## config.mk

```make
export PLATFORM = sky130hd
export DESIGN_NAME = uart_pkt_scheduler
export DESIGN_NICKNAME = d
export VERILOG_FILES = /design/src/rtl/uart_pkt_scheduler.sv
export SDC_FILE = /design/constraint.sdc
export NUM_CORES = 1
export LEC_CHECK = 0
export BUFFER_PORTS_ARGS = -buffer_cell sky130_fd_sc_hd__buf_2
export CORE_MARGIN = 2
export CORE_UTILIZATION = 57
export CTS_CLUSTER_DIAMETER = 50
export DETAILED_ROUTE_END_ITERATION = 12
export GPL_TIMING_DRIVEN = 0
export PLACE_DENSITY = 0.9
export SLEW_MARGIN = 25
export SYNTH_ARGS = -nofsm -noshare
export SYNTH_HDL_FRONTEND = slang
export SYNTH_SLANG_ARGS = --single-unit
```

## constraint.sdc

```tcl
create_clock -name Clk -period 2.8 [get_ports Clk]
set_clock_uncertainty 0.1 [all_clocks]
set_input_delay 0.28 -clock Clk [delete_from_list [all_inputs] [get_ports Clk]]
set_output_delay 0.28 -clock Clk [all_outputs]
set_load 0.02 [all_outputs]
```

## src/rtl/uart_pkt_scheduler.sv

```systemverilog
// uart_pkt_scheduler
// Shares one UART transmitter between the raw (ch0) and filtered (ch1) ECG
// sample streams. Each channel owns a one-deep holding register; a
// round-robin arbiter picks a full register, and the FSM frames the sample
// as SYNC, {ch,seq}, MSB, LSB and walks the tx_start/tx_busy handshake one
// byte at a time.
// Build option: define UART_PKT_CHECKSUM_EN to append an XOR checksum byte
// (B1^B2^B3), giving 5-byte packets instead of 4.
module uart_pkt_scheduler #(
  parameter logic [7:0] SYNC_BYTE = 8'hA5,
  parameter int         OVF_W     = 8
) (
  input  logic             Clk,
  input  logic             Rst,
  input  logic             s0_valid,
  input  logic [15:0]      s0_data,
  input  logic             s1_valid,
  input  logic [15:0]      s1_data,
  output logic             s0_ready,
  output logic             s1_ready,
  output logic             tx_start,
  output logic [7:0]       tx_data,
  input  logic             tx_busy,
  output logic             pkt_busy,
  output logic [OVF_W-1:0] ovf0_cnt,
  output logic [OVF_W-1:0] ovf1_cnt
);

`ifdef UART_PKT_CHECKSUM_EN
  localparam logic [2:0] LAST_IDX = 3'd4;
`else
  localparam logic [2:0] LAST_IDX = 3'd3;
`endif

  typedef enum logic [1:0] {IDLE, WAIT_BUSY, WAIT_DONE} state_t;

  state_t      state;
  logic [15:0] hold0, hold1;
  logic        full0, full1;
  logic [6:0]  seq;
  logic        rr_ptr;
  logic        pkt_ch;
  logic [6:0]  pkt_seq;
  logic [15:0] pkt_sample;
  logic [2:0]  byte_idx;
  logic        pkt_done;
  logic        rel0, rel1;
  logic        grant_ch;

  // Byte selector for the packet currently being framed
  function automatic logic [7:0] pkt_byte(input logic [2:0] idx, input logic ch,
                                          input logic [6:0] sq, input logic [15:0] smp);
    logic [7:0] b;
    case (idx)
      3'd0:    b = SYNC_BYTE;
      3'd1:    b = {ch, sq};
      3'd2:    b = smp[15:8];
      3'd3:    b = smp[7:0];
`ifdef UART_PKT_CHECKSUM_EN
      default: b = {ch, sq} ^ smp[15:8] ^ smp[7:0];
`else
      default: b = 8'h00;
`endif
    endcase
    return b;
  endfunction

  // The last byte has finished when the transmitter drops busy on LAST_IDX;
  // that is the cycle the granted holding register is handed back.
  assign pkt_done = (state == WAIT_DONE) && !tx_busy && (byte_idx == LAST_IDX);
  assign rel0     = pkt_done && !pkt_ch;
  assign rel1     = pkt_done &&  pkt_ch;

  // On a tie the channel not served last wins; otherwise whichever is full
  assign grant_ch = (full0 && full1) ? rr_ptr : full1;

  assign s0_ready = !full0;
  assign s1_ready = !full1;
  assign pkt_busy = (state != IDLE);

  // ch0 holding register: accepts into an empty or just-released slot, else counts a drop
  always_ff @(posedge Clk) begin
    if (Rst) begin
      hold0    <= 16'h0000;
      full0    <= 1'b0;
      ovf0_cnt <= '0;
    end else if (s0_valid && (!full0 || rel0)) begin
      hold0 <= s0_data;
      full0 <= 1'b1;
    end else begin
      if (rel0)
        full0 <= 1'b0;
      if (s0_valid && full0 && (ovf0_cnt != {OVF_W{1'b1}}))
        ovf0_cnt <= ovf0_cnt + 1'b1;
    end
  end

  // ch1 holding register: same policy as ch0
  always_ff @(posedge Clk) begin
    if (Rst) begin
      hold1    <= 16'h0000;
      full1    <= 1'b0;
      ovf1_cnt <= '0;
    end else if (s1_valid && (!full1 || rel1)) begin
      hold1 <= s1_data;
      full1 <= 1'b1;
    end else begin
      if (rel1)
        full1 <= 1'b0;
      if (s1_valid && full1 && (ovf1_cnt != {OVF_W{1'b1}}))
        ovf1_cnt <= ovf1_cnt + 1'b1;
    end
  end

  // Packet FSM: grant, then one start pulse per byte, waiting for busy to rise and fall
  always_ff @(posedge Clk) begin
    if (Rst) begin
      state      <= IDLE;
      tx_start   <= 1'b0;
      tx_data    <= 8'h00;
      seq        <= 7'd0;
      rr_ptr     <= 1'b0;
      pkt_ch     <= 1'b0;
      pkt_seq    <= 7'd0;
      pkt_sample <= 16'h0000;
      byte_idx   <= 3'd0;
    end else begin
      case (state)
        IDLE: begin
          tx_start <= 1'b0;
          if ((full0 || full1) && !tx_busy) begin
            pkt_ch     <= grant_ch;
            pkt_sample <= grant_ch ? hold1 : hold0;
            pkt_seq    <= seq;
            byte_idx   <= 3'd0;
            tx_data    <= SYNC_BYTE;
            tx_start   <= 1'b1;
            state      <= WAIT_BUSY;
          end
        end
        WAIT_BUSY: begin
          tx_start <= 1'b0;
          if (tx_busy)
            state <= WAIT_DONE;
        end
        WAIT_DONE: begin
          tx_start <= 1'b0;
          if (!tx_busy) begin
            if (byte_idx == LAST_IDX) begin
              seq    <= seq + 7'd1;
              rr_ptr <= ~pkt_ch;
              state  <= IDLE;
            end else begin
              byte_idx <= byte_idx + 3'd1;
              tx_data  <= pkt_byte(byte_idx + 3'd1, pkt_ch, pkt_seq, pkt_sample);
              tx_start <= 1'b1;
              state    <= WAIT_BUSY;
            end
          end
        end
        default: begin
          tx_start <= 1'b0;
          state    <= IDLE;
        end
      endcase
    end
  end

endmodule
```

# == After elaboration in Yosys (flattened, before gate mapping) ==
# Cells that the tools add are included.
# classes
n_addsub,4
reduce_logical,31
eq_ne,12
bitwise_logic,4
muxes,24
# op_table
op,count
one-hot mux 8 bit (4 select lines),1
two-way mux 8 bit,3
"adder 8 x 1 -> 8 bit, second input constant",2
two-way mux 16 bit,1
"!= test 8 bit, second input constant",2
one-hot mux 8 bit (2 select lines),1
logical AND 1 bit,12
"== test 3 x 2 -> 1 bit, second input constant",3
two-way mux 1 bit,9
two-way mux 3 bit,3
"!= test 2 bit, second input constant",4
nonzero test 2 bit,4
"adder 7 x 1 -> 7 bit, second input constant",1
two-way mux 2 bit,3
one-hot mux 2 bit (3 select lines),1
one-hot mux 3 bit (2 select lines),1
AND reduction 2 bit,3
AND reduction 3 bit,2
zero test 1 bit,4
NOT 1 bit,4
AND reduction 4 bit,1
"adder 3 x 1 -> 3 bit, second input constant",1
"== test 3 x 1 -> 1 bit, second input constant",1
zero test 3 bit,1
other kinds (5),7
# word_totals
out_inout_bits,28
reg_bits,96

# == Longest topological paths before layout ==
# Gate-level depths: netlist (run 1).
# logic_depth
ltp_word,8
mapped_depth,9

# == Least setup slack after synthesis (run 1) ==
# Ideal clock, no wire load.
# synth_path
path_kind,register to register
start,register byte_idx[0]
end,register ovf0_cnt[5]
arrival_time_ps,1742
synth_period_minus_slack_ps,1963
path_slack_ps,837
path_buffers,1
stages_incl_launch_ff,8
path_cell_list,dfxtp_1 > ha_1 > ha_1 > nand4bb_2 > o21ai_1 > buf_6 > nor4_1 > mux2_2
# synth_between
elab_chain_cells,7
# synth_lines
item,line,source
start: declaration,45,logic [2:0] byte_idx;
start signal: assignment,154,byte_idx <= byte_idx + 3'd1;
== test 3 x 2 -> 1 bit,70,assign pkt_done = (state == WAIT_DONE) && !tx_busy && (byte_idx == LAST_IDX);
logical AND 1 bit,70,
logical AND 1 bit,71,assign rel0 = pkt_done && !pkt_ch;
logical OR 1 bit,87,end else if (s0_valid && (!full0 || rel0)) begin
logical AND 1 bit,87,
NOT 1 bit (no line),n/a,
AND reduction 2 bit (no line),n/a,
end signal: assignment,94,ovf0_cnt <= ovf0_cnt + 1'b1;
end: declaration,25,"output logic [OVF_W-1:0] ovf0_cnt,"
# No other way between the ends.
# A chain may end at the register's enable or synchronous reset.

# == Worst setup path in the final report (run 1) ==
# layout_path
start,register byte_idx[0]
end,register hold0[3]
# layout_between
elab_chain_cells,5
# layout_lines
item,line,source
== test 3 x 2 -> 1 bit,70,
logical AND 1 bit,70,
logical AND 1 bit,71,
logical OR 1 bit,87,
logical AND 1 bit,87,
end signal: assignment,88,hold0 <= s0_data;
end: declaration,38,"logic [15:0] hold0, hold1;"
# No other way between the ends.

==> results.txt, run 1 <==
CTS tree: built
Ys async rst share: 0
Most frequent cell after synthesis: dfxtp_1
Worst setup SP type: register
Clock sinks: 96
Gr ovfl total: 0
Register area share after synthesis: 0.441
Initial antenna violation count: 0
Global-route wire length before repair: 17100 um
Setup violators final: 0
Routed WL: 10700 um
Netlist cell types: 52
Synth area leader: dfxtp_1
Relative slew slack: 0.387
Vias in the first global route: 3650
Final #Nets: 608
Diodes inserted: 0
WL/cell: 16.0 um
Worst EP arrival: 2.67 ns
Die area: 8350 sq um
DR WL met2: 5040 um
Row cnt: 31
Post-Syn Area: 4350 sq um
Met1 wire length: 4630 um
Peak supply drop: 0.000300 V
Final Hold Fails: 0
Hold-fix buffers, CTS: 0
Synth top cells by count: 96 x dfxtp_1, 44 x a21oi_1, 44 x nor2_1, 36 x nand2_1, 34 x nand2b_1
Layout cells sized above 1: 0.190
Vias post-DR: 3900
Max Freq: 403 MHz
Post-DP HPWL: 7660 um
Post-synth EDFFs: 0
All-Layer GR Usage: 0.256
Post-Syn Nets: 534
Max FO, Critical Path: 10
Port Buf Inserts: 63
Main synth FF type: dfxtp_1
Largest cells by area after synthesis: dfxtp_1 44%, mux2i_1 7.6%, a21oi_1 5.1%, nand2b_1 4.9%, nor2_1 3.8%
Post-route setup slack: 0.321 ns
Final setup TNS: 0 ns
Die Span X: 91.4 um
Final cell count without fillers: 666
# DRC: 0
CTS Buf Count: 9
Post-Synthesis Cells: 488
Clock slew at reported path FFs: 0.09 ns
DRT iter0 DRCs: 307
Clk buf depth: 2
Initial Utilization: 0.594
Yosys reg bits: 96
Placed cells: 650
P_leak: 0.00204 uW
Worst-margin pin slew: 0.912 ns
Routed Antenna Nets: 0
Hold Crit Class: input port to register
I/O pin count: 65
Share of the clock period used by the worst path: 0.885
Top Metal Used: met4
DR pass1 iterations: 5
CTS root buf: clkbuf_8
Hold Slack: 0.0525 ns
Crit path required time: 2.99 ns
Minimum clock period: 2.48 ns
Crit end category: register
Final non-filler cell area: 5050 sq um
Setup repair bufs after CTS: 0
CP max stage cell: a21oi_1
H-tree Lvls: 3
Synth Area per Inst: 8.92 sq um
Area grow syn2layout: 15.9%
Hold path depth: 3
Syn. warnings: 0
CP peak stage delay: 0.53 ns
Crit Path Category: register to register
Status: finished clean
Worst skew pair latency: 0.37 ns
Post-CTS resize count: 0
Vias per cell: 5.86
Max-slew violations: 0
Max cap viols: 0
Reg2Reg Depth: 7
Met3 WL: 726 um
Core outline area: 7330 sq um
Routability Congestion: 0.977
Placed Instance Area: 4790 sq um
RSZ-0062 raised after global routing: false
Top-area cell type share of the netlist area: 0.441
Critical-path cell list: ha_1 > ha_1 > and4bb_1 > a21oi_1 > buf_2 > o21ai_0 > a21oi_1
Largest net degree at the start of global routing: 16
Pre-CTS setup slack: 0.484 ns
Pwr Density: 578 nW/um^2
Die Y: 91.4 um
## power breakdown
| part | leakage [uW] | internal [uW] | switching, uW |
|---|---|---|---|
| Combinational | 0.00113 | 127 | 190 |
| Clock | 0.000126 | 641 | 488 |
| Sequential | 0.000783 | 1430 | 43.9 |
| Total | 0.00204 | 2190 | 721 |
## cell families after synthesis
kind of cell	after synthesis	synth area share
compound gates	115	0.167
xor+xnor	7	0.0141
fa+ha+maj	9	0.0259
buf+inv	43	0.0488
flops	96	0.441
mux	36	0.0836
simple gates	182	0.220
## critical path, delay by kind of cell (launching register included)
kind	cells	cell delay [ns]
buffers and inverters	1	0.33
DFF	1	0.36
adders and majority gates	2	0.48
AOI/OAI and AO/OA	3	0.88
and+or+nand+nor	1	0.24
## path summary, 6_finish.rpt
kind / start / endpoint / slack [ns]
worst max-delay path: byte_idx[0] / hold0[3] / 0.32
worst min-delay path: s1_valid / full1 / 0.05
worst max register to register: byte_idx[0] / hold0[3] / 0.32
worst min register to register: tx_data[6] / tx_data[6] / 0.36
## registers in the layout, summed over array words and instances, names as in the netlist, 7 cells and up
name and flops:
hold0 16, hold1 16, ovf0_cnt 8, ovf1_cnt 8, pkt_sample 16, pkt_seq 7, seq 7, tx_data 8
## through the flow
stage                     utilization  total power, uW
after floorplan                     -             1700
after CTS                       0.689             2910
after global placement          0.654             1800
after detailed placement        0.654             1810
after global routing            0.689             3010
final                           0.689             2920
## cell usage in the layout (no fill, tap or decap), types with 6 or more instances in the layout
cell,instances
a22oi_1,7
nand2_1,36
clkbuf_1,15
a21oi_1,44
o21ai_0,21
nand2b_1,34
o31ai_1,6
a211oi_1,17
ha_1,9
nand4_1,6
inv_1,9
clkbuf_8,11
mux2i_1,33
buf_2,71
nor2_1,44
nand3_1,22
dfxtp_1,96
## routing by layer
metal  GRT usage  vias to the layer above
met3      0.0506                       29
met2       0.415                      169
met5           0                        -
li1            -                     1877
met4       0.128                        0
met1       0.325                     1825
## layout make-up
cell class | instances | area (sq um)
clock inverters | 5 | 103
plain buffers | 33 | 175
well taps | 99 | 124
multi-input cells | 349 | 2220
flip-flops and latches | 96 | 1920
inverters | 10 | 37.5
clock buffers | 11 | 151
repair buffers | 63 | 315
fillers | 530 | 2280
No activity file was read; power rests on OpenSTA's default activity.
==> run 2, diff against run 1 <==
Settings changed: ABC_AREA set to 1, CORE_UTILIZATION 57 to 56, PLACE_DENSITY 0.9 to 0.89.
==> run 2 against run 1 <==
Synthesized area decreased by 1.9%. Critical path depth increased by 3. Cell count increased by 16%. Global-route usage decreased by 0.11 points. Sequential share of layout area increased by 1.3 points. Critical path type unchanged. Highest routed layer unchanged.
==> results.txt, run 2 <==
CTS tree: built
Final setup TNS: 0 ns (unchanged)
Most frequent cells in the layout: 133 x nand2_1, 96 x dfxtp_1, 92 x nor2_1
Max cap viols: 0 (unchanged)
Gr ovfl total: 0 (unchanged)
Setup violators final: 0 (unchanged)
Routed WL: 10100 um (-5.0%)
Synth area leader: dfxtp_1
Die Y: 91.3 um (about the same)
RSZ-0062 raised after global routing: false
Crit end category: register
Port Buf Inserts: 63 (unchanged)
Comb power frac: 0.141 (+0.032)
Largest cells by area after synthesis: dfxtp_1 45%, nand2_1 12%, a21oi_1 8.2%, nor2_1 8.1%, o21ai_0 7.5%
NetSw: 756 uW (+4.8%)
Netlist cell types: 33 (-37%)
Post-DP HPWL: 7520 um (-1.8%)
Internal cell power: 1990 uW (-9.1%)
DR pass1 iterations: 5 (unchanged)
Top-area cell type share of the netlist area: 0.450 (+0.00853)
Reg2Reg Depth: 10 (+3)
Crit path required time: 2.95 ns (-0.04 ns)
Fillers: 625 (+18%)
Synth top cells by count: 133 x nand2_1, 96 x dfxtp_1, 92 x nor2_1, 70 x a21oi_1, 64 x o21ai_0
Core outline area: 7330 sq um (unchanged)
Hold Crit Class: input port to register
Final Hold Fails: 0 (unchanged)
Crit Path Category: register to register
Routability Congestion: 0.911 (-6.8%)
Area grow syn2layout: 14.4%
Post-Synthesis Cells: 594 (+22%)
Main synth FF type: dfxtp_1
Ys async rst share: 0 (unchanged)
Synth Area per Inst: 7.19 sq um (-19%)
Clk buf depth: 2 (unchanged)
Vias per cell: 5.24 (-11%)
RR Startpoint: byte_idx[0]
Relative slew slack: 0.625 (+0.239)
Clock slew at reported path FFs: 0.09 ns (about the same)
Minimum clock period: 2.16 ns (-0.314 ns)
Share of the clock period used by the worst path: 0.773 (-0.112)
Post-Syn Nets: 640 (+20%)
Critical path destination: hold0[5]
Die area: 8340 sq um (-0.14%)
DRT iter0 DRCs: 417 (+36%)
Status: finished clean
P_leak: 0.00217 uW (+6.5%)
Largest regs: hold0: 16 flops, hold1: 16 flops, pkt_sample: 16 flops
Diodes inserted: 0 (unchanged)
Most frequent cell after synthesis: nand2_1
Syn. warnings: 0 (unchanged)
Max FO, Critical Path: 10 (unchanged)
Worst skew pair latency: 0.36 ns (about the same)
Routed Antenna Nets: 0 (unchanged)
Layout cells sized above 1: 0.158 (-0.0325)
Largest net degree at the start of global routing: 15 (-1)
Worst EP arrival: 2.32 ns (-0.35 ns)
WL/cell: 13.2 um (-18%)
Max-slew violations: 0 (unchanged)
Pwr Density: 563 nW/um^2 (-2.6%)
Clk network pwr share: 0.309 (-0.078)
Post-Syn Area: 4270 sq um (-1.9%)
Hold Slack: 0.0587 ns (+0.00614 ns)
Peak supply drop: 0.000350 V (+16%)
Yosys reg bits: 96 (unchanged)
Global-route wire length before repair: 17200 um (+0.56%)
All-Layer GR Usage: 0.255 (-0.00108)
Worst setup SP type: register
CTS Buf Count: 9 (unchanged)
Sequential Power Share: 0.550 (+0.046)
Sw frac: 0.275 (+0.0274)
# DRC: 0 (unchanged)
Clock sinks: 96 (unchanged)
Post-CTS resize count: 0 (unchanged)
Utilization after layout: 0.666 (-0.0220)
H-tree Lvls: 3 (unchanged)
Critical R2R Capture: hold0[5]
HP Start: s1_data[13]
Final #Nets: 714 (+17%)
Row cnt: 31 (unchanged)
R2R Setup Slk: 0.64 ns (+0.31 ns)
Hold-fix buffers, CTS: 0 (unchanged)
Die Span X: 91.3 um (about the same)
Worst-margin pin slew: 0.562 ns (-0.350 ns)
Vias in the first global route: 3824 (+4.8%)
Setup repair bufs after CTS: 0 (unchanged)
Register area share after synthesis: 0.450 (+0.00853)
Post-synth EDFFs: 0 (unchanged)
Most common library cell in the layout ignoring fill and taps: nand2_1
I/O pin count: 65 (unchanged)
Critical Path Source: byte_idx[0]
Initial antenna violation count: 0 (unchanged)
CTS root buf: clkbuf_8
Initial Utilization: 0.583 (-0.0113)
Vias post-DR: 4033 (+3.4%)
Max Freq: 462 MHz (+15%)
[run 2: cell types whose count changed in the layout (fill, tap and decap cells not counted), moves of 7 or more]
cell      previous run  this run
nand3_1             22         9
nor2_1              44        92
o21ai_0             21        64
inv_1                9        51
mux2i_1             33         0
a211oi_1            17         1
nand2b_1            34         0
nand2_1             36       133
a21oi_1             44        70
a22oi_1              7         0
[run 2: cell type report]
cell class	count	area [sq um]	area share
Sequential cell	96	1920	0.393
Timing Repair Buffer	63	315	0.0645
Multi-Input combinational cell	418	2010	0.411
Buffer	23	123	0.0251
Tap cell	99	124	0.0254
Clock buffer	10	128	0.0261
Inverter	57	220	0.0451
Clock inverter	4	47.5	0.00973
[run 2: power groups by stage]
stage	logic (uW)	registers, uW	clock network [uW]
after global placement	365	1540	0
after global routing	435	1520	910
after detailed placement	381	1540	0
after CTS	383	1510	857
final	386	1510	851
after floorplan	247	1550	0
[run 2: how the worst min path moves through the flow]
stage / endpoint / slack [ns] / cells after the start
after floorplan: pkt_seq[2] / 0.32 / 2
after global placement: pkt_seq[2] / 0.34 / 2
after detailed placement: pkt_seq[2] / 0.34 / 2
after CTS: hold1[7] / 0.05 / 3
after global routing: hold0[2] / 0.07 / 3
final: hold1[13] / 0.06 / 3
[run 2: metrics by stage]
step                total power, uW  area, sq um  std cells  setup slack [ns]
detailed placement             1920         4710        756             0.668
finish                         2750         4890        770             0.635
CTS                            2750         4890        770             0.650
global placement               1900         4710        756             0.787
floorplan                      1800         4270        594              1.03
global route                   2870         4890        770             0.423
[run 2: metal layers]
layer | vias up | global-route usage | wire length (um)
li1 | 2046 | - | -
met1 | 1839 | 0.334 | 4530
met2 | 127 | 0.415 | 4740
met3 | 21 | 0.0631 | 684
met4 | 0 | 0.0833 | 192
met5 | - | 0 | 0
[run 2: kinds of logic after synthesis]
family | Yosys count | share of synthesized area
AND/OR/NAND/NOR | 259 | 0.257
AO/OA/AOI/OAI | 143 | 0.172
flip-flops | 96 | 0.450
buffers and inverters | 80 | 0.0803
adder cells (fa/ha/maj) | 9 | 0.0264
XOR/XNOR | 7 | 0.0144
[run 2: critical path: stages (launching register included)]
cell,delay [ns]
dfxtp_1,0.42
ha_1,0.22
ha_1,0.17
inv_2,0.05
nor2_4,0.18
nand3_2,0.14
nand2_4,0.15
nand2_4,0.11
clkbuf_1,0.23
o21ai_0,0.22
nor2_1,0.06
==> run 3, diff against run 2 <==
Clock period 2.8 ns to 2.17 ns, I/O delays scaled along.
==> run 3 against run 2 <==
The run now ends with negative hold slack left. Global-route usage rose by 0.43 points. Critical path depth stayed put. Cell count increased by 1.6%. Worst setup slack lost 0.48 ns. Sequential power up 29%. Utilization is 1.6 points higher. Maximum frequency up 7.2%. Clock power increased by 29%. Total power up 30%. Hold slack got worse by 0.060 ns. Critical endpoint is now hold0[1]. Largest cell class unchanged.
==> results.txt, run 3 (synthesis results as in run 2) <==
Vias per cell: 5.28 (+0.83%)
Row cnt: 31 (unchanged)
Internal cell power: 2590 uW (+30%)
Worst setup SP type: register
Relative slew slack: 0.604 (-0.0214)
# DRC: 0 (unchanged)
Final cell count without fillers: 782 (+1.6%)
Clk buf depth: 2 (unchanged)
Worst EP arrival: 2.18 ns (-0.14 ns)
Max cap viols: 0 (unchanged)
Max-slew violations: 0 (unchanged)
RSZ-0062 raised after global routing: false
NetSw: 991 uW (+31%)
Global-route wire length before repair: 17500 um (+1.6%)
WL/cell: 13.6 um (+3.2%)
Port Buf Inserts: 63 (unchanged)
Max FO, Critical Path: 10 (unchanged)
Gr ovfl total: 0 (unchanged)
Die Y: 91.3 um (unchanged)
CTS tree: built
Area occupied by registers: 1920 sq um (+0.13%)
Routed Antenna Nets: 0 (unchanged)
Layout cells sized above 1: 0.165 (+0.00747)
Worst skew pair latency: 0.36 ns (about the same)
Comb power frac: 0.146 (+0.005)
Worst-margin pin slew: 0.594 ns (+0.0321 ns)
Clock sinks: 96 (unchanged)
Largest regs: hold0: 16 flops, hold1: 16 flops, pkt_sample: 16 flops
Initial antenna violation count: 0 (unchanged)
Die Span X: 91.3 um (unchanged)
Area of the multi-input gates: 2010 sq um (unchanged)
Clock slew at reported path FFs: 0.09 ns (about the same)
Largest net degree at the start of global routing: 15 (unchanged)
DRT iter0 DRCs: 444 (+6.5%)
Total power: 3580 uW (+30%)
I/O pin count: 65 (unchanged)
Most common library cell in the layout ignoring fill and taps: nand2_1
Final #Nets: 726 (+1.7%)
Diodes inserted: 0 (unchanged)
Max Freq: 495 MHz (+7.2%)
H-tree Lvls: 3 (unchanged)
Die area: 8340 sq um (unchanged)
Crit end category: register
Pwr Density: 716 nW/um^2 (+27%)
Vias in the first global route: 3876 (+1.4%)
Core outline area: 7330 sq um (unchanged)
Sw frac: 0.277 (+0.00183)
DR pass1 iterations: 5 (unchanged)
Pre-CTS setup slack: 0.0380 ns (-0.630 ns)
Final Hold Fails: 1 (+1)
Initial Utilization: 0.583 (unchanged)
Share of the clock period used by the worst path: 0.931 (+0.157)
Setup violators final: 0 (unchanged)
Most frequent cells in the layout: 133 x nand2_1, 94 x dfxtp_1, 92 x nor2_1
Hold Crit Class: input port to register
Status: complete, but fails checks
Peak supply drop: 0.000458 V (+31%)
Routability Congestion: 0.911 (unchanged)
CTS Buf Count: 9 (unchanged)
Post-DP HPWL: 7520 um (unchanged)
Routed WL: 10600 um (+4.9%)
Post-route setup slack: 0.151 ns (-0.485 ns)
Placed cells: 756 (unchanged)
Final setup TNS: 0 ns (unchanged)
Sequential Power Share: 0.545 (-0.005)
Vias post-DR: 4130 (+2.4%)
Area grow syn2layout: 17.0%
All-Layer GR Usage: 0.260 (+0.00432)
P_leak: 0.00222 uW (+2.5%)
Crit path required time: 2.33 ns (-0.62 ns)
Clk network pwr share: 0.308 (about the same)
Crit Path Category: register to register
Hold Slack: -0.00139 ns (-0.0600 ns)
Fillers: 599 (-4.2%)
Minimum clock period: 2.02 ns (-0.145 ns)
CTS root buf: clkbuf_8
Failing checks: negative hold slack
[run 3: cell types whose count changed in the layout (fill, tap and decap cells not counted)]
cell / change
dfxtp_2: +2
clkbuf_1: -1
dfxtp_1: -2
o21ai_1: +3
buf_4: +4
buf_2: +1
dlygate4sd3_1: +8
o21ai_0: -3
[run 3: worst max-delay path, cell delays in order, from the launching register on]
cell     delay, ns
dfxtp_2       0.37
ha_1          0.20
ha_1          0.17
inv_2         0.05
nor2_4        0.20
nand3_2       0.14
nand2_4       0.13
nand2_4       0.10
buf_2         0.20
o21ai_0       0.19
nor2_1        0.06
[run 3: through the flow]
| step | cell area, sq um | utilization | hold slack [ns] |
|---|---|---|---|
| 2_1_floorplan | 4270 | - | 0.280 |
| 3_3_place_gp | 4710 | 0.643 | 0.338 |
| 3_5_place_dp | 4710 | 0.643 | 0.343 |
| 4_1_cts | 4970 | 0.677 | 0.00110 |
| 5_1_grt | 5000 | 0.682 | 0.0103 |
| 6_report | 5000 | 0.682 | -0.00139 |
[run 3: routing by layer]
layer	wire (um)	global-route usage	vias up	share of wire
li1	-	-	2074	-
met1	4690	0.339	1888	0.44
met2	5010	0.422	144	0.47
met3	736	0.0631	24	0.069
met4	207	0.0871	0	0.019
met5	0	0	-	0
[run 3: worst paths after layout]
kind	from	endpoint	slack, ns	cells past startpoint
worst min-delay path	s0_data[15]	hold0[15]	-0.001	3
worst min register to register	pkt_seq[2]	pkt_seq[2]	0.36	2
worst max-delay path	byte_idx[0]	hold0[1]	0.15	10
worst max register to register	byte_idx[0]	hold0[1]	0.15	10
[run 3: layout make-up]
class,count,share of cell area
inverters,57,0.0440
multi-input cells,418,0.401
repair buffers,75,0.0851
plain buffers,23,0.0248
clock buffers,10,0.0255
flip-flops and latches,96,0.385
clock inverters,4,0.00951
well taps,99,0.0248
[run 3: power groups by stage]
stage / Sequential (uW) / Combinational, uW / Clock [uW]
floorplan: 2000 / 318 / 0
global placement: 1990 / 471 / 0
detailed placement: 1990 / 491 / 0
CTS: 1950 / 505 / 1110
global route: 1970 / 587 / 1180
finish: 1950 / 524 / 1100
[run 3: what timing repair did]
item | CTS | global route
resized for setup | 0 | 8
buffers inserted | 0 | 4
hold buffers | 8 | 0
endpoints found under the setup margin | 0 | 11
endpoints found under the hold margin | 8 | 0
